File: src/rtl/instr_prefetch_queue.sv
// Fetch stage in front of the instruction ROM: PC, one-deep request tracking, response FIFO to decode.
// Define IFQ_BYPASS_EN to forward a response straight to decode when the FIFO is empty.
module instr_prefetch_queue #(
  parameter int unsigned WORD_SIZE    = 32,
  parameter int unsigned ADDRESS_SIZE = 16,
  parameter int unsigned DEPTH        = 4,
  parameter int unsigned RESET_PC     = 0
) (
  input  logic                      clk,
  input  logic                      rst,
  output logic                      IMEM_ENABLE,
  output logic [ADDRESS_SIZE-1:0]   IMEM_ADDRESS,
  input  logic [WORD_SIZE-1:0]      IMEM_DATA,
  input  logic                      IMEM_DATA_READY,
  input  logic                      REDIRECT,
  input  logic [ADDRESS_SIZE-1:0]   REDIRECT_PC,
  output logic [WORD_SIZE-1:0]      INSTR,
  output logic [ADDRESS_SIZE-1:0]   INSTR_PC,
  output logic                      INSTR_VALID,
  input  logic                      INSTR_READY,
  output logic [$clog2(DEPTH):0]    COUNT
);
  localparam int unsigned PTR_W  = $clog2(DEPTH);
  localparam int unsigned CNT_W  = PTR_W + 1;
  localparam int unsigned OCC_W  = CNT_W + 1;
  localparam int unsigned PC_INC = WORD_SIZE / 8;

  typedef enum logic {S_RUN, S_DRAIN} state_t;
  state_t state, state_next;

  logic [ADDRESS_SIZE-1:0] pc, pc_next, req_pc;
  logic                    inflight, inflight_next;
  logic [WORD_SIZE-1:0]    data_mem [DEPTH];
  logic [ADDRESS_SIZE-1:0] pc_mem   [DEPTH];
  logic [PTR_W-1:0]        wr_ptr, rd_ptr;
  logic [CNT_W-1:0]        count;
  logic                    issue, resp, flush, push, pop, head_valid, bypass;

  // State register
  always_ff @(posedge clk or posedge rst) begin
    if (rst) state <= S_RUN;
    else     state <= state_next;
  end

  // Next state, request issue and PC update
  always_comb begin
    state_next    = state;
    inflight_next = inflight;
    pc_next       = pc;
    issue         = 1'b0;
    resp          = 1'b0;
    flush         = 1'b0;
    case (state)
      S_RUN: begin
        issue = !REDIRECT && ((OCC_W'(count) + OCC_W'(inflight)) < OCC_W'(DEPTH));
        resp  = inflight && IMEM_DATA_READY && !REDIRECT;
        if (REDIRECT) begin
          flush = 1'b1;
          // The outstanding word is still owed by the ROM; absorb it in S_DRAIN.
          if (inflight) state_next = S_DRAIN;
        end else if (issue) begin
          inflight_next = 1'b1;
        end else if (resp) begin
          inflight_next = 1'b0;
        end
      end
      S_DRAIN: begin
        flush         = REDIRECT;
        inflight_next = 1'b0;
        state_next    = S_RUN;
      end
      default: state_next = S_RUN;
    endcase
    if (REDIRECT)   pc_next = REDIRECT_PC;
    else if (issue) pc_next = pc + ADDRESS_SIZE'(PC_INC);
  end

  // Decode-side view of the queue head, optionally bypassing an empty FIFO
  always_comb begin
    head_valid = (count != '0);
    bypass     = 1'b0;
`ifdef IFQ_BYPASS_EN
    bypass     = !head_valid && resp;
`endif
    INSTR_VALID = !REDIRECT && (head_valid || bypass);
    INSTR       = bypass ? IMEM_DATA : data_mem[rd_ptr];
    INSTR_PC    = bypass ? req_pc    : pc_mem[rd_ptr];
    pop         = head_valid && INSTR_READY && !REDIRECT;
    push        = resp && !(bypass && INSTR_READY);
  end

  assign IMEM_ENABLE  = issue && !rst;
  assign IMEM_ADDRESS = pc;
  assign COUNT        = count;

  // PC and request tracking
  always_ff @(posedge clk or posedge rst) begin
    if (rst) begin
      pc       <= ADDRESS_SIZE'(RESET_PC);
      req_pc   <= '0;
      inflight <= 1'b0;
    end else begin
      pc       <= pc_next;
      inflight <= inflight_next;
      if (issue) req_pc <= pc;
    end
  end

  // Response FIFO
  always_ff @(posedge clk or posedge rst) begin
    if (rst) begin
      wr_ptr <= '0;
      rd_ptr <= '0;
      count  <= '0;
      for (int i = 0; i < int'(DEPTH); i++) begin
        data_mem[PTR_W'(i)] <= '0;
        pc_mem[PTR_W'(i)]   <= '0;
      end
    end else if (flush) begin
      wr_ptr <= '0;
      rd_ptr <= '0;
      count  <= '0;
    end else begin
      if (push) begin
        data_mem[wr_ptr] <= IMEM_DATA;
        pc_mem[wr_ptr]   <= req_pc;
        wr_ptr           <= wr_ptr + PTR_W'(1);
      end
      if (pop) rd_ptr <= rd_ptr + PTR_W'(1);
      case ({push, pop})
        2'b10:   count <= count + CNT_W'(1);
        2'b01:   count <= count - CNT_W'(1);
        default: count <= count;
      endcase
    end
  end

  no_overflow: assert property (@(posedge clk) disable iff (rst)
    !(push && !pop && (count == CNT_W'(DEPTH))));

endmodule

File: config.mk
export PLATFORM = sky130hd
export DESIGN_NAME = instr_prefetch_queue
export DESIGN_NICKNAME = d
export VERILOG_FILES = /design/src/rtl/instr_prefetch_queue.sv
export SDC_FILE = /design/constraint.sdc
export NUM_CORES = 1
export LEC_CHECK = 0
export ABC_AREA = 1
export CORE_MARGIN = 10
export CORE_UTILIZATION = 25
export DETAILED_ROUTE_END_ITERATION = 12
export PLACE_DENSITY_LB_ADDON = 0.05
export SLEW_MARGIN = 20
export SYNTH_ARGS = -nofsm -noshare
export SYNTH_HDL_FRONTEND = slang
export SYNTH_SLANG_ARGS = --single-unit
File: constraint.sdc
create_clock -name clk -period 4.9 [get_ports clk]
set_clock_uncertainty 0.1 [all_clocks]
set_input_delay 0.98 -clock clk [delete_from_list [all_inputs] [get_ports clk]]
set_output_delay 0.98 -clock clk [all_outputs]
set_load 0.01 [all_outputs]
# Word-level counts from Yosys, hierarchy flattened
# Cells that the tools add are included.
totals:
  reg_bits: 233
  inputBits: 53
  out_inout_bits: 69
op_classes:
  n_bitwise: 5
  reduce_logical: 18
  addsub: 6
  n_mux: 31
  n_lt_le_gt_ge: 4
  eq_ne: 4
op_table:
  columns: ["cell", "n"]
  rows:
  - ["128-bit bitwise mux", 1]
  - ["32-bit two-way mux", 3]
  - ["16-bit two-way mux", 5]
  - ["32-bit binary-select mux with 2-bit select", 1]
  - ["64-bit bitwise mux", 1]
  - ["32-bit demux with 2-bit select", 1]
  - ["16-bit binary-select mux with 2-bit select", 1]
  - ["16-bit demux with 2-bit select", 1]
  - ["16-bit by 3-bit adder with 16-bit output (second input constant)", 1]
  - ["1-bit logical AND", 8]
  - ["1-bit two-way mux", 8]
  - ["2-bit two-way mux", 4]
  - ["3-bit >= comparator (second input constant)", 2]
  - ["2-bit inverter with 3-bit output", 2]
  - ["1-bit one-hot mux with 2 select lines", 3]
  - ["3-bit one-hot mux with 2 select lines", 1]
  - ["2-bit nonzero test", 3]
  - ["3-bit nonzero test", 2]
  - ["2-bit by 1-bit adder with 2-bit output (second input constant)", 2]
  - ["3-bit by 1-bit adder with 4-bit output", 1]
  - ["4-bit by 3-bit < comparator with 1-bit output (second input constant)", 1]
  - ["2-bit AND reduction", 2]
  - ["3-bit by 1-bit adder with 3-bit output (second input constant)", 1]
  - ["3-bit by 1-bit < comparator with 1-bit output (second input constant)", 1]
  - ["other kinds (9)", 12]

# Depth between registers and ports, before layout
# Gate-level depths: netlist (run 1).
depth:
  word_depth: 6
  mapped_depth: 11
  mapped_depth_nobuf: 10

# Worst setup path after synthesis (run 1)
# No wires, ideal clock.
synth_path:
  kind: "input port to flip-flop"
  startpoint: "input rst"
  endpoint: "register data_mem[0] in the netlist's numbering (enable)"
  required_time_ns: 4.389
  stages: 2
  path_slack_ns: -0.979
  n_path_buf: 0
  arrival_ns: 5.368
  path_cell_list: "inv_1 and3_1"
synth_between:
  elab_chain_len: 2
synth_lines:
  columns: ["item", "line", "rtl"]
  rows:
  - ["from (decl)", "10", "input logic rst,"]
  - ["1-bit inverter (no source line)", null, null]
  - ["3-bit AND reduction (no source line)", null, null]
  - ["to (signal, indexed assignment)", "116", "data_mem[PTR_W'(i)] <= '0;"]
  - ["to (signal, indexed assignment)", "125", "data_mem[wr_ptr] <= IMEM_DATA;"]
  - ["to (decl)", "33", "logic [WORD_SIZE-1:0] data_mem [DEPTH];"]
# No other way between the ends.
# A chain may end at the register's enable or synchronous reset.

# Worst setup path after layout (run 1)
layout_path:
  startpoint: "register rd_ptr[0]"
  endpoint: "output INSTR[19]"
layout_between:
  elab_chain_len: 4
layout_lines:
  columns: ["item", "line", "rtl"]
  rows:
  - ["from (decl)", "35", "logic [PTR_W-1:0] wr_ptr, rd_ptr;"]
  - ["from (signal assigned)", "129", "if (pop) rd_ptr <= rd_ptr + PTR_W'(1);"]
  - ["2-bit inverter with 3-bit output (implied by the code)", "86", "INSTR = bypass ? IMEM_DATA : data_mem[rd_ptr];"]
  - ["32-bit binary-select mux with 2-bit select", "86", null]
  - ["32-bit two-way mux (implied by the code) (2 in a row)", "86", null]
  - ["to (decl)", "17", "output logic [WORD_SIZE-1:0] INSTR,"]
# No other way between the ends. The select of a mux whose other input is x is not followed.

==> results of run 1 <==
stage by stage:
stage	utilization	cells	instance area [µm²]	hold slack [ps]	setup slack, ps
finish	0.322	1634	12500	372	791
global route	0.322	1634	12500	388	464
CTS	0.322	1634	12500	375	661
detailed placement	0.298	1582	11600	361	1110
global placement	0.298	1582	11600	356	1080
floorplan	-	990	9920	342	252
critical path: stages, from the launching register on:
cell	delay [ps]
dfrtp_4	730
clkinv_2	470
buf_4	400
o21ai_0	260
o22ai_1	110
clkdlybuf4s50_1	490
cell families (layout without fill, tap and decap cells):
family	Yosys count	in the layout	synth area share
xor+xnor	2	2	0.00177
fa+ha+maj	6	6	0.00833
flops	233	233	0.636
compound gates	278	278	0.149
buf+inv	133	259	0.0633
simple gates	338	338	0.141
power breakdown:
part	internal, µW	switching (µW)
clock network	1320	815
registers	2370	208
logic	587	612
total	4270	1630
worst paths after layout:
| kind | start | end | slack [ps] | cells past startpoint |
|---|---|---|---|---|
| worst min-delay path | req_pc[4]$_DFFE_PP0P_ | pc_mem[4]$_DFFE_PP_ | 370 | 0 |
| min in group asynchronous | rst | COUNT[2]$_DFFE_PP0P_ | 990 | 3 |
| worst max register to register | wr_ptr[1]$_DFFE_PP0P_ | data_mem[94]$_DFFE_PP0P_ | 2810 | 5 |
| max in group asynchronous | rst | rd_ptr[0]$_DFFE_PP0P_ | 3090 | 3 |
| worst min register to register | req_pc[4]$_DFFE_PP0P_ | pc_mem[4]$_DFFE_PP_ | 370 | 0 |
| worst max-delay path | rd_ptr[0]$_DFFE_PP0P_ | INSTR[19] | 790 | 5 |
cell usage after synthesis, types with 2 or more instances:
cell and count:
nand2_1 185, dfrtp_1 137, o21ai_0 126, nor2_1 109
edfxtp_1 96, o21ai_1 90, inv_1 70, o22ai_1 48
clkbuf_1 27, nand3_1 23, buf_6 13, buf_2 10
o211ai_1 6, ha_1 5, nand4_1 5, buf_4 4
inv_2 4, a21oi_1 3, buf_1 3, nand2_2 3
nand2_4 3, a21oi_2 2, and3_1 2, nand3b_1 2
nor2_2 2, o21bai_1 2, xor2_1 2
cell type report:
cell class / count / area, µm²
Fill cell: 4118 / 26400
Tap cell: 518 / 648
Clock buffer: 39 / 783
Sequential cell: 233 / 6320
Multi-Input combinational cell: 624 / 2990
Timing Repair Buffer: 132 / 1340
Inverter: 75 / 289
Clock inverter: 13 / 164
registers in the layout, summed over array words and instances (netlist names):
signal        flops
inflight          1
wr_ptr            2
COUNT             3
data_mem        128
pc_mem           64
state             1
req_pc           16
IMEM_ADDRESS     16
rd_ptr            2
routing by layer:
metal	share of wire	wire (µm)
met1	0.48	13900
met2	0.44	12800
met3	0.061	1770
met4	0.012	348
met5	0	0
==> summary.md, run 1 <==
| Metric | Value |
|---|---|
| Share of layout cells above drive strength 1 | 0.0708 |
| Grt peak-use layer | met2 |
| Leak | 0.00515 µW |
| Via Count | 7213 |
| Final net count | 1153 |
| Synth area leaders | dfrtp_1 35%, edfxtp_1 29%, nand2_1 7.0% |
| Global Route Usage Sum | 0.119 |
| Max Fanout on Critical Path | 41 |
| Diode count | 0 |
| Endpoints failing setup | 0 |
| Netlist Area Pre-Place | 0.00992 mm² |
| Largest net degree at the start of global routing | 138 |
| Worst Setup Start Kind | register |
| Synth Register Bits | 233 |
| GR Overflow Total | 0 |
| CTS Root Cell | clkbuf_16 |
| Max frequency | 243 MHz |
| Min Tclk post-route | 4110 ps |
| Clock latency on the worst-skew pair | 530 ps |
| RSZ-0062 raised after global routing | no |
| TritonCTS clock tree | yes |
| Commonest non-fill, non-tap cell in the layout | nand2_1 |
| Worst-path clk slew | 60 ps |
| Met1 Use GR | 0.159 |
| M2 GR Usage | 0.191 |
| Mapped Nets | 1049 |
| Post-route ant nets | 0 |
| Row cnt | 72 |
| DPL Wire Length | 16700 µm |
| Clk buf depth | 3 |
| Yosys top cell area share | 0.346 |
| Die area | 0.0480 mm² |
| Post-synth EDFFs | 96 |
| Met3 Usage GRT | 0.0294 |
| I/O Buffers | 121 |
| Count of hold-fix buffers inserted at cts | 0 |
| VDD IR max | 0.227 mV |
| CTS Buf Count | 28 |
| Min-Delay Path Class | reg -> reg |
| Vias in the first global route | 7729 |
| IO Pins | 122 |
| Synth warn | 0 |
| DRT iter0 DRCs | 435 |
| Max-cap check violation count | 0 |
| Clk sink count | 233 |
| Setup TNS | 0 ps |
| Die Span Y | 219 µm |
| Routed wire per std cell | 17.6 µm |
| Crit Path Class | reg -> out |
| Post-synthesis cell type count | 35 |
| DRT Pass-1 Iters | 4 |
| Normalized max-slew margin | 0.396 |
| First-pass GRT wire length | 45200 µm |
| P&R area growth vs syn | 26.4% |
| Routed wire length | 28800 µm |
| Number of setup buffers added after CTS | 0 |
| Core area | 0.0389 mm² |
| Hold Vio Cnt, Final | 0 |
| Initial antenna violation count | 0 |
| Most frequent cells in the layout | 185 x nand2_1, 135 x dfrtp_1, 126 x o21ai_0, 121 x clkdlybuf4s50_1, 109 x nor2_1 |
| Final Max Slew Viols | 0 |
| Endpoint class of the critical path | output port |
| Top cell type by total area after synthesis | dfrtp_1 |
| Syn_area_per_cell | 10.0 µm² |
| Req. time, crit path | 3820 ps |
| H-tree depth | 1 |
| Crit share post-route | 0.839 |
| CP Data Arrival Time | 3030 ps |
| Routability cong. | 0.737 |
| Die X | 219 µm |
| Initial core utilization | 0.255 |
| Seq/Total Area, Yosys | 0.636 |
| DRC viols | 0 |
| Top FF cell, synth | dfrtp_1 |
| Asr flop ratio synth | 0.588 |
| Power Dens Cells | 471 mW/mm² |
| Vias per inst | 4.41 |
| Post-CTS sizing | 0 |
| PnR Total Power | 5910 µW |
| Cells after Synth | 990 |
| Status | completed |
| Slew at the pin with the worst max-slew slack | 904 ps |
(Power assumes the default switching activity.)
==> inputs of run 2 (changes only) <==
==> constraint.sdc (replaced) <==
create_clock -name clk -period 3.52 [get_ports clk]
set_clock_uncertainty 0.1 [all_clocks]
set_input_delay 0.704 -clock clk [delete_from_list [all_inputs] [get_ports clk]]
set_output_delay 0.704 -clock clk [all_outputs]
set_load 0.01 [all_outputs]
==> summary.md, run 2 (synthesized netlist as in run 1, its figures left out) <==
| Metric | Value |
|---|---|
| P&R area growth vs syn | 27.4% (was 26.4%) |
| GR Overflow Total | 0 (unchanged) |
| Share of layout cells above drive strength 1 | 0.0782 (was 0.0708) |
| Setup ws final | 249 ps (was 791 ps) |
| Endpoint class of the critical path | output port (unchanged) |
| Core area | 0.0389 mm² (unchanged) |
| Row cnt | 72 (unchanged) |
| Hold Vio Cnt, Final | 0 (unchanged) |
| Initial antenna violation count | 0 (unchanged) |
| Most frequent cells in the layout | 185 x nand2_1, 135 x dfrtp_1, 126 x o21ai_0, 121 x clkdlybuf4s50_1, 109 x nor2_1 (unchanged) |
| Normalized max-slew margin | 0.577 (was 0.396) |
| RSZ-0062 raised after global routing | no (unchanged) |
| Final net count | 1163 (was 1153) |
| VDD IR max | 0.333 mV (was 0.227 mV) |
| Commonest non-fill, non-tap cell in the layout | nand2_1 (unchanged) |
| Min-Delay Path Class | reg -> reg (unchanged) |
| IO Pins | 122 (unchanged) |
| Largest net degree at the start of global routing | 100 (was 138) |
| Setup TNS | 0 ps (unchanged) |
| CTS Buf Count | 28 (unchanged) |
| Post-route ant nets | 0 (unchanged) |
| Number of setup buffers added after CTS | 0 (unchanged) |
| Crit Path Class | reg -> out (unchanged) |
| Max Fanout on Critical Path | 16 (was 41) |
| Diode count | 0 (unchanged) |
| DRC viols | 0 (unchanged) |
| Biggest regs | data_mem x128, pc_mem x64 (unchanged) |
| Final Max Slew Viols | 0 (unchanged) |
| Via Count | 7288 (was 7213) |
| Vias per inst | 4.43 (was 4.41) |
| Global Route Usage Sum | 0.120 (was 0.119) |
| Die Span Y | 219 µm (unchanged) |
| Crit share post-route | 0.929 |
| TritonCTS clock tree | yes (unchanged) |
| Endpoints failing setup | 0 (unchanged) |
| DRT Pass-1 Iters | 4 (unchanged) |
| Leak | 0.00521 µW (was 0.00515 µW) |
| Place WS | 542 ps (was 1110 ps) |
| Status | completed (unchanged) |
| Max reg flops | 128 (unchanged) |
| Worst-path clk slew | 60 ps (about the same) |
| Clock latency on the worst-skew pair | 530 ps (about the same) |
| Die X | 219 µm (unchanged) |
| Max-cap check violation count | 0 (unchanged) |
| Routability cong. | 0.735 (was 0.737) |
| CTS Root Cell | clkbuf_16 (unchanged) |
| Clk buf depth | 3 (unchanged) |
| PnR Total Power | 8140 µW (was 5910 µW) |
| Count of hold-fix buffers inserted at cts | 0 (unchanged) |
| First-pass GRT wire length | 45700 µm (was 45200 µm) |
| Die area | 0.0480 mm² (unchanged) |
| Req. time, crit path | 2720 ps (was 3820 ps) |
| Worst Setup Start Kind | register (unchanged) |
| H-tree depth | 1 (unchanged) |
| DRT iter0 DRCs | 334 (was 435) |
| Vias in the first global route | 7576 (was 7729) |
| Post-CTS sizing | 0 (unchanged) |
| Slew at the pin with the worst max-slew slack | 635 ps (was 904 ps) |
| Power Dens Cells | 644 mW/mm² (was 471 mW/mm²) |
| Routed wire per std cell | 17.7 µm (was 17.6 µm) |
| CP Data Arrival Time | 2470 ps (was 3030 ps) |
| Min Tclk post-route | 3270 ps |
| Routed wire length | 29100 µm (was 28800 µm) |
| I/O Buffers | 121 (unchanged) |
| Clk sink count | 233 (unchanged) |
| Max frequency | 306 MHz |
| Biggest register | data_mem (unchanged) |
| DPL Wire Length | 18100 µm (was 16700 µm) |
| Initial core utilization | 0.255 (unchanged) |
==> run 2: cell count changes in the layout (fill, tap and decap cells not counted), moves of 3 or more <==
cell	change
bufinv_16	-3
buf_4	+5
clkbuf_8	+6
buf_12	+4
clkinv_2	-3
==> run 2: metrics by stage <==
stage | std cells | hold slack [ps] | util | area [µm²]
final | 1644 | 373 | 0.325 | 12600
after global routing | 1644 | 383 | 0.325 | 12600
after CTS | 1644 | 370 | 0.324 | 12600
after detailed placement | 1592 | 354 | 0.301 | 11700
after global placement | 1592 | 355 | 0.301 | 11700
after floorplan | 990 | 342 | - | 9920
==> run 2: area by class of cell <==
| type | count | area (µm²) |
|---|---|---|
| Sequential cell | 233 | 6320 |
| Timing Repair Buffer | 142 | 1470 |
| Clock inverter | 6 | 53.8 |
| Fill cell | 4108 | 26300 |
| Multi-Input combinational cell | 624 | 2980 |
| Clock buffer | 46 | 870 |
| Tap cell | 518 | 648 |
| Inverter | 75 | 290 |
==> run 2: layer usage <==
metal / vias to the layer above / track usage / routed length (µm)
li1: 3591 / - / -
met1: 3536 / 0.165 / 14200
met2: 131 / 0.189 / 12900
met3: 30 / 0.0265 / 1540
met4: 0 / 0.0246 / 391
met5: - / 0 / 0
==> run 2: critical path: stages (launching register included) <==
cell	delay, ps
dfrtp_2	420
clkinv_2	220
buf_4	250
o21ai_0	100
o22ai_1	310
clkdlybuf4s50_1	630
==> run 2: power by group <==
| part | switching [µW] | internal [µW] | total, µW |
|---|---|---|---|
| clock | 1120 | 1740 | 2870 |
| combinational | 878 | 831 | 1710 |
| sequential | 271 | 3290 | 3560 |
==> run 2: final timing paths <==
| kind | start | to | slack (ps) | cells after the start |
|---|---|---|---|---|
| worst min register to register | req_pc[4]$_DFFE_PP0P_ | pc_mem[4]$_DFFE_PP_ | 370 | 0 |
| min in group asynchronous | rst | wr_ptr[0]$_DFFE_PP0P_ | 720 | 3 |
| worst min-delay path | req_pc[4]$_DFFE_PP0P_ | pc_mem[4]$_DFFE_PP_ | 370 | 0 |
| worst max register to register | COUNT[0]$_DFFE_PP0P_ | COUNT[2]$_DFFE_PP0P_ | 1530 | 10 |
| worst max-delay path | rd_ptr[1]$_DFFE_PP0P_ | INSTR_PC[11] | 250 | 5 |
| max in group asynchronous | rst | data_mem[90]$_DFFE_PP0P_ | 2090 | 3 |
==> inputs of run 3 (changes only) <==
--- a/config.mk
+++ b/config.mk
@@ -5,7 +5,6 @@
 export SDC_FILE = /design/constraint.sdc
 export NUM_CORES = 1
 export LEC_CHECK = 0
-export ABC_AREA = 1
 export CORE_MARGIN = 10
 export CORE_UTILIZATION = 25
 export DETAILED_ROUTE_END_ITERATION = 12
==> summary.md, run 3 <==
| Metric | Value |
|---|---|
| Normalized max-slew margin | 0.446 (was 0.577) |
| Most frequent cells in the layout | 135 x dfrtp_1, 121 x clkdlybuf4s50_1, 98 x mux2_2, 96 x edfxtp_1, 61 x nand2_1 (was 185 x nand2_1, 135 x dfrtp_1, 126 x o21ai_0, 121 x clkdlybuf4s50_1, 109 x nor2_1) |
| Routability cong. | 0.742 (was 0.735) |
| Routed wire per std cell | 20.1 µm (was 17.7 µm) |
| Hold Vio Cnt, Final | 0 (unchanged) |
| Biggest register | data_mem (unchanged) |
| Comb power frac | 0.313 (was 0.210) |
| Switching Share | 0.283 (was 0.279) |
| Max Fanout on Critical Path | 19 (was 16) |
| Initial antenna violation count | 0 (unchanged) |
| Count of hold-fix buffers inserted at cts | 0 (unchanged) |
| Post-synth top cells | 137 x dfrtp_1, 98 x mux2_2, 96 x edfxtp_1 (was 185 x nand2_1, 137 x dfrtp_1, 126 x o21ai_0) |
| CTS Root Cell | clkbuf_16 (unchanged) |
| R2R Path Start | COUNT[0]$_DFFE_PP0P_ (unchanged) |
| Min Tclk post-route | 3320 ps (was 3270 ps) |
| Top FF cell, synth | dfrtp_1 (unchanged) |
| TritonCTS clock tree | yes (unchanged) |
| Die Span Y | 216 µm (was 219 µm) |
| H-tree depth | 1 (unchanged) |
| Clk sink count | 233 (unchanged) |
| Asr flop ratio synth | 0.588 (unchanged) |
| IO Pins | 122 (unchanged) |
| Initial core utilization | 0.254 (was 0.255) |
| Commonest non-fill, non-tap cell in the layout | dfrtp_1 (was nand2_1) |
| Max stage delay on crit path | 660 ps (was 630 ps) |
| Clk buf depth | 3 (unchanged) |
| Place WS | 456 ps (was 542 ps) |
| Worst Setup Start Kind | register (unchanged) |
| Cells after Synth | 577 (was 990) |
| Die area | 0.0465 mm² (was 0.0480 mm²) |
| Sequential share of power | 0.389 (was 0.438) |
| Endpoints failing setup | 0 (unchanged) |
| Post-synthesis cell type count | 41 (was 35) |
| Core area | 0.0377 mm² (was 0.0389 mm²) |
| Req. time, crit path | 2720 ps (about the same) |
| P&R area growth vs syn | 31.6% (was 27.4%) |
| Worst reg2reg setup slack | 1200 ps (was 1530 ps) |
| Post-route ant nets | 0 (unchanged) |
| R2R cell count | 6 (was 10) |
| Netlist Area Pre-Place | 0.00956 mm² (was 0.00992 mm²) |
| Largest net degree at the start of global routing | 138 (was 100) |
| Clock latency on the worst-skew pair | 540 ps (was 530 ps) |
| Internal | 7490 µW (was 5870 µW) |
| Max frequency | 301 MHz (was 306 MHz) |
| Post-synth EDFFs | 96 (unchanged) |
| Crit Reg-Reg Endpoint | COUNT[2]$_DFFE_PP0P_ (unchanged) |
| Hold slack final | 398 ps (was 373 ps) |
| Yosys top cell area share | 0.359 (was 0.346) |
| VDD IR max | 0.299 mV (was 0.333 mV) |
| RSZ-0062 raised after global routing | no (unchanged) |
| DPL Wire Length | 15800 µm (was 18100 µm) |
| Slowest-stage cell, CP | dfrtp_2 (was clkdlybuf4s50_1) |
| Endpoint class of the critical path | output port (unchanged) |
| Max-cap check violation count | 0 (unchanged) |
| Fillers | 3711 (was 4108) |
| Routed wire length | 25200 µm (was 29100 µm) |
| Post-layout util | 0.334 (was 0.325) |
| Syn_area_per_cell | 16.6 µm² (was 10.0 µm²) |
| Power Dens Cells | 830 mW/mm² (was 644 mW/mm²) |
| CTS Buf Count | 28 (unchanged) |
| Global Route Usage Sum | 0.108 (was 0.120) |
| Worst-path clk slew | 60 ps (about the same) |
| Final net count | 779 (was 1163) |
| Setup ws final | 195 ps (was 249 ps) |
| Synth warn | 0 (unchanged) |
| Crit share post-route | 0.945 (was 0.929) |
| Setup TNS | 0 ps (unchanged) |
| Diode count | 0 (unchanged) |
| Status | completed (unchanged) |
| Seq/Total Area, Yosys | 0.660 (was 0.636) |
| Sw Pwr | 2960 µW (was 2270 µW) |
| CP endpoint | INSTR[25] (was INSTR_PC[11]) |
| Leak | 0.00482 µW (was 0.00521 µW) |
| Top cell type by total area after synthesis | dfrtp_1 (unchanged) |
| GR Overflow Total | 0 (unchanged) |
| Die X | 216 µm (was 219 µm) |
| Share of layout cells above drive strength 1 | 0.305 (was 0.0782) |
| Mapped Nets | 636 (was 1049) |
| Vias in the first global route | 6179 (was 7576) |
| Crit path from | rd_ptr[0]$_DFFE_PP0P_ (was rd_ptr[1]$_DFFE_PP0P_) |
| Row cnt | 71 (was 72) |
| Final Max Slew Viols | 0 (unchanged) |
| Clock share of power | 0.297 (was 0.352) |
| DRC viols | 0 (unchanged) |
| Cell Chain, Critical Path | buf_4 -> mux4_2 -> clkdlybuf4s50_1 (was clkinv_2 -> buf_4 -> o21ai_0 -> o22ai_1 -> clkdlybuf4s50_1) |
| Post-CTS sizing | 0 (unchanged) |
| DRT iter0 DRCs | 245 (was 334) |
| Vias per inst | 4.43 (about the same) |
| Synth Register Bits | 233 (unchanged) |
| Crit Path Class | reg -> out (unchanged) |
| DRT Pass-1 Iters | 5 (was 4) |
| Biggest regs | data_mem x128, pc_mem x64 (unchanged) |
| Via Count | 5551 (was 7288) |
| Min-Delay Path Class | reg -> reg (unchanged) |
| CP Data Arrival Time | 2520 ps (was 2470 ps) |
| Max reg flops | 128 (unchanged) |
| First-pass GRT wire length | 39200 µm (was 45700 µm) |
| Most common cell in the netlist | dfrtp_1 (was nand2_1) |
| Synth area leaders | dfrtp_1 36%, edfxtp_1 30%, mux2_2 12% (was dfrtp_1 35%, edfxtp_1 29%, nand2_1 7.0%) |
| I/O Buffers | 121 (unchanged) |
| Slew at the pin with the worst max-slew slack | 831 ps (was 635 ps) |
-- run 3: cell types whose count changed after synthesis, moves of 17 or more --
cell     delta
o21ai_0   -122
o21ai_1    -90
nor2_1     -93
mux4_2     +48
mux2_2     +98
nand3_1    -17
nand2_1   -122
inv_1      -63
o22ai_1    -48
-- run 3: worst min path at each step --
stage / from / to / slack [ps] / cells past startpoint
5_1_grt: data_mem[86]$_DFFE_PP0P_ / data_mem[86]$_DFFE_PP0P_ / 400 / 1
3_3_place_gp: data_mem[68]$_DFFE_PP0P_ / data_mem[68]$_DFFE_PP0P_ / 380 / 1
4_1_cts: data_mem[86]$_DFFE_PP0P_ / data_mem[86]$_DFFE_PP0P_ / 400 / 1
3_5_place_dp: IMEM_ADDRESS[1]$_DFFE_PP0P_ / req_pc[1]$_DFFE_PP0P_ / 390 / 2
6_report: data_mem[86]$_DFFE_PP0P_ / data_mem[86]$_DFFE_PP0P_ / 400 / 1
2_1_floorplan: state$_DFF_PP0_ / inflight$_DFFE_PP0P_ / 370 / 1
-- run 3: kinds of logic after synthesis --
family	share of synthesized area
DFF	0.660
muxes	0.230
and+or+nand+nor	0.0546
buffers and inverters	0.0160
AOI/OAI and AO/OA	0.0264
adders and majority gates	0.00864
xor gates and xnor gates	0.00458
-- run 3: area by class of cell --
type	count	area, µm²	area share
Tap cell	511	639	0.0508
Sequential cell	233	6320	0.502
Clock inverter	15	205	0.0163
Multi-Input combinational cell	306	3100	0.247
Inverter	7	30.0	0.00239
Timing Repair Buffer	144	1480	0.118
Clock buffer	37	807	0.0642
-- run 3: layer usage --
metal  track usage  part of all wire
met5             0                 0
met4        0.0268             0.018
met1         0.143              0.47
met2         0.174              0.47
met3        0.0256             0.051
-- run 3: stage by stage --
step | instances | total power, µW | cell area, µm²
3_5_place_dp | 1200 | 7490 | 11500
2_1_floorplan | 577 | 5780 | 9570
5_1_grt | 1253 | 11100 | 12600
4_1_cts | 1252 | 10700 | 12600
6_report | 1253 | 10400 | 12600
3_3_place_gp | 1200 | 7410 | 11500
-- run 3: worst max-delay path, delay by kind of cell (launching register included) --
kind / cells / cell delay, ps
flip-flops: 1 / 660
buffers and inverters: 2 / 920
multiplexers: 1 / 390
-- run 3: power groups by stage --
stage               combinational (µW)  clock [µW]  sequential, µW
finish                            3270        3110            4070
global route                      3540        3340            4170
CTS                               3370        3210            4080
detailed placement                3350           0            4130
global placement                  3320           0            4090
floorplan                         1860           0            3920
-- run 3: what timing repair did --
item,4_1_cts,5_1_grt
setup endpoints to repair,0,19
buffers inserted,0,1
hold endpoints to repair,0,0
==> RTL change (flow settings as in run 1) <==
Set the parameter `DEPTH` to 2 (it was 4).
--- a/src/rtl/instr_prefetch_queue.sv
+++ b/src/rtl/instr_prefetch_queue.sv
@@ -3,7 +3,7 @@
 module instr_prefetch_queue #(
   parameter int unsigned WORD_SIZE    = 32,
   parameter int unsigned ADDRESS_SIZE = 16,
-  parameter int unsigned DEPTH        = 4,
+  parameter int unsigned DEPTH        = 2,
   parameter int unsigned RESET_PC     = 0
 ) (
   input  logic                      clk,
Ports: changed (resized COUNT); port bits go from 122 to 121. No check against the original RTL was run, so the function may have changed too.
==> RTL change against run 1 <==
Synthesized cell count is 33% lower; clock power is 32% lower; sequential power is 34% lower; worst hold slack worse by 29 ps; setup slack better by 530 ps; sequential cell count is 99 lower; routed wire length is 42% lower; synthesized area is 41% lower; non-clock buffer count is 6 lower; cell area is 36% lower; power is 20% lower; first-iteration DRC count is 53% lower; maximum frequency is 15% higher; critical endpoint is now IMEM_ENABLE.
==> RTL change: results (changes against run 1) <==
synth unique cells 29 (was 35); CLK BUF 20 (was 39); global-route track usage on met1 15.0% (was 15.9%); Lkg Pwr 3.64 nW (was 5.15 nW); DRT met1 WL 8280 um (was 13900 um); sequential cell area share 44.6% (was 50.4%); layout cells sized above 1 7.46% (was 7.08%); DR iter-0 viols 204 (was 435); Seq/Total Area, Yosys 61.1% (was 63.6%); Max VDD drop 0.188 mV (was 0.227 mV); commonest cells in the netlist 289 x nand2_1, 86 x dfrtp_1, 66 x nand3_1, 48 x edfxtp_1, 43 x inv_1 (was 185 x nand2_1, 137 x dfrtp_1, 126 x o21ai_0, 109 x nor2_1, 96 x edfxtp_1); CP max-delay cell clkdlybuf4s50_1 (was dfrtp_4); critical path arrival 2500 ps (was 3030 ps); largest net degree at the start of global routing 80 (was 138); Max stage delay on crit path 550 ps (was 730 ps); routability cong. 0.727 (was 0.737); met3 wire length 849 um (was 1770 um); vias in the first global route 4825 (was 7729); routed length on met2 7300 um (was 12800 um); Max Root-Sink Buffers 2 (was 3); first-pass GRT wire length 27100 um (was 45200 um); synth top area cells dfrtp_1 37%, edfxtp_1 25%, nand2_1 18%, nand3_1 5.6%, inv_1 2.7% (was dfrtp_1 35%, edfxtp_1 29%, nand2_1 7.0%, o21ai_0 6.4%, o21ai_1 4.5%); routed length per instance 14.9 um (was 17.6 um); footprint of the multi-input gates 0.00196 sq mm (was 0.00299 sq mm); Mapped Nets 716 (was 1049); global-route met2 utilization 17.1% (was 19.1%); met3 GRT Util 3.44% (was 2.94%); Non-clock buffer share 15.5% (was 10.7%); biggest regs data_mem: 64 flops, pc_mem: 32 flops (was data_mem: 128 flops, pc_mem: 64 flops); Place WS 1290 ps (was 1110 ps); Layout Nets 832 (was 1153); 1st-pass router iterations 5 (was 4); Placed Area 0.00738 sq mm (was 0.0116 sq mm); Clock buf/inv share 8.37% (was 7.56%); Clk Latency, worst-skew pair 420 ps (was 530 ps); GRT Overall Usage 11.3% (was 11.9%); status complete, no violations (unchanged); die area 0.0300 sq mm (was 0.0480 sq mm); Synth-to-Final Area Change 37.0% (was 26.4%); htree depth 4 (was 1); fin cells 1110 (was 1634); fillers 2393 (was 4118); dpl hpwl 11100 um (was 16700 um); Non-clk bufs 126 (was 132); Sink Count 134 (was 233)
-- RTL change: path summary, 6_finish.rpt --
check / depth (start not counted) / start / slack (ps) / end
setup reg to reg: 6 / state / 2620 / pc_mem[25]
max in group asynchronous: 3 / rst / 2870 / data_mem[56]
min in group asynchronous: 2 / rst / 1190 / COUNT[1]
hold / removal: 0 / req_pc[0] / 340 / pc_mem[0]
setup / recovery: 6 / REDIRECT / 1320 / IMEM_ENABLE
hold reg to reg: 0 / req_pc[0] / 340 / pc_mem[0]
-- RTL change: logic make-up (layout without fill, tap and decap cells) --
kind of cell	count (synthesis)	after routing	share of synthesized area (%)
compound gates	48	48	4.62
xor+xnor	1	1	0.149
fa+ha+maj	1	1	0.213
buf+inv	76	205	5.73
flops	134	134	61.1
simple gates	402	402	28.1
-- RTL change: power breakdown --
group / internal, mW / switching, mW
sequential: 1.49 / 0.212
combinational: 0.714 / 0.845
clock: 0.959 / 0.481
-- RTL change: critical path: cells and delay by family --
kind	cells	cell delay (ps)
simple gates	3	350
buf+inv	3	1160
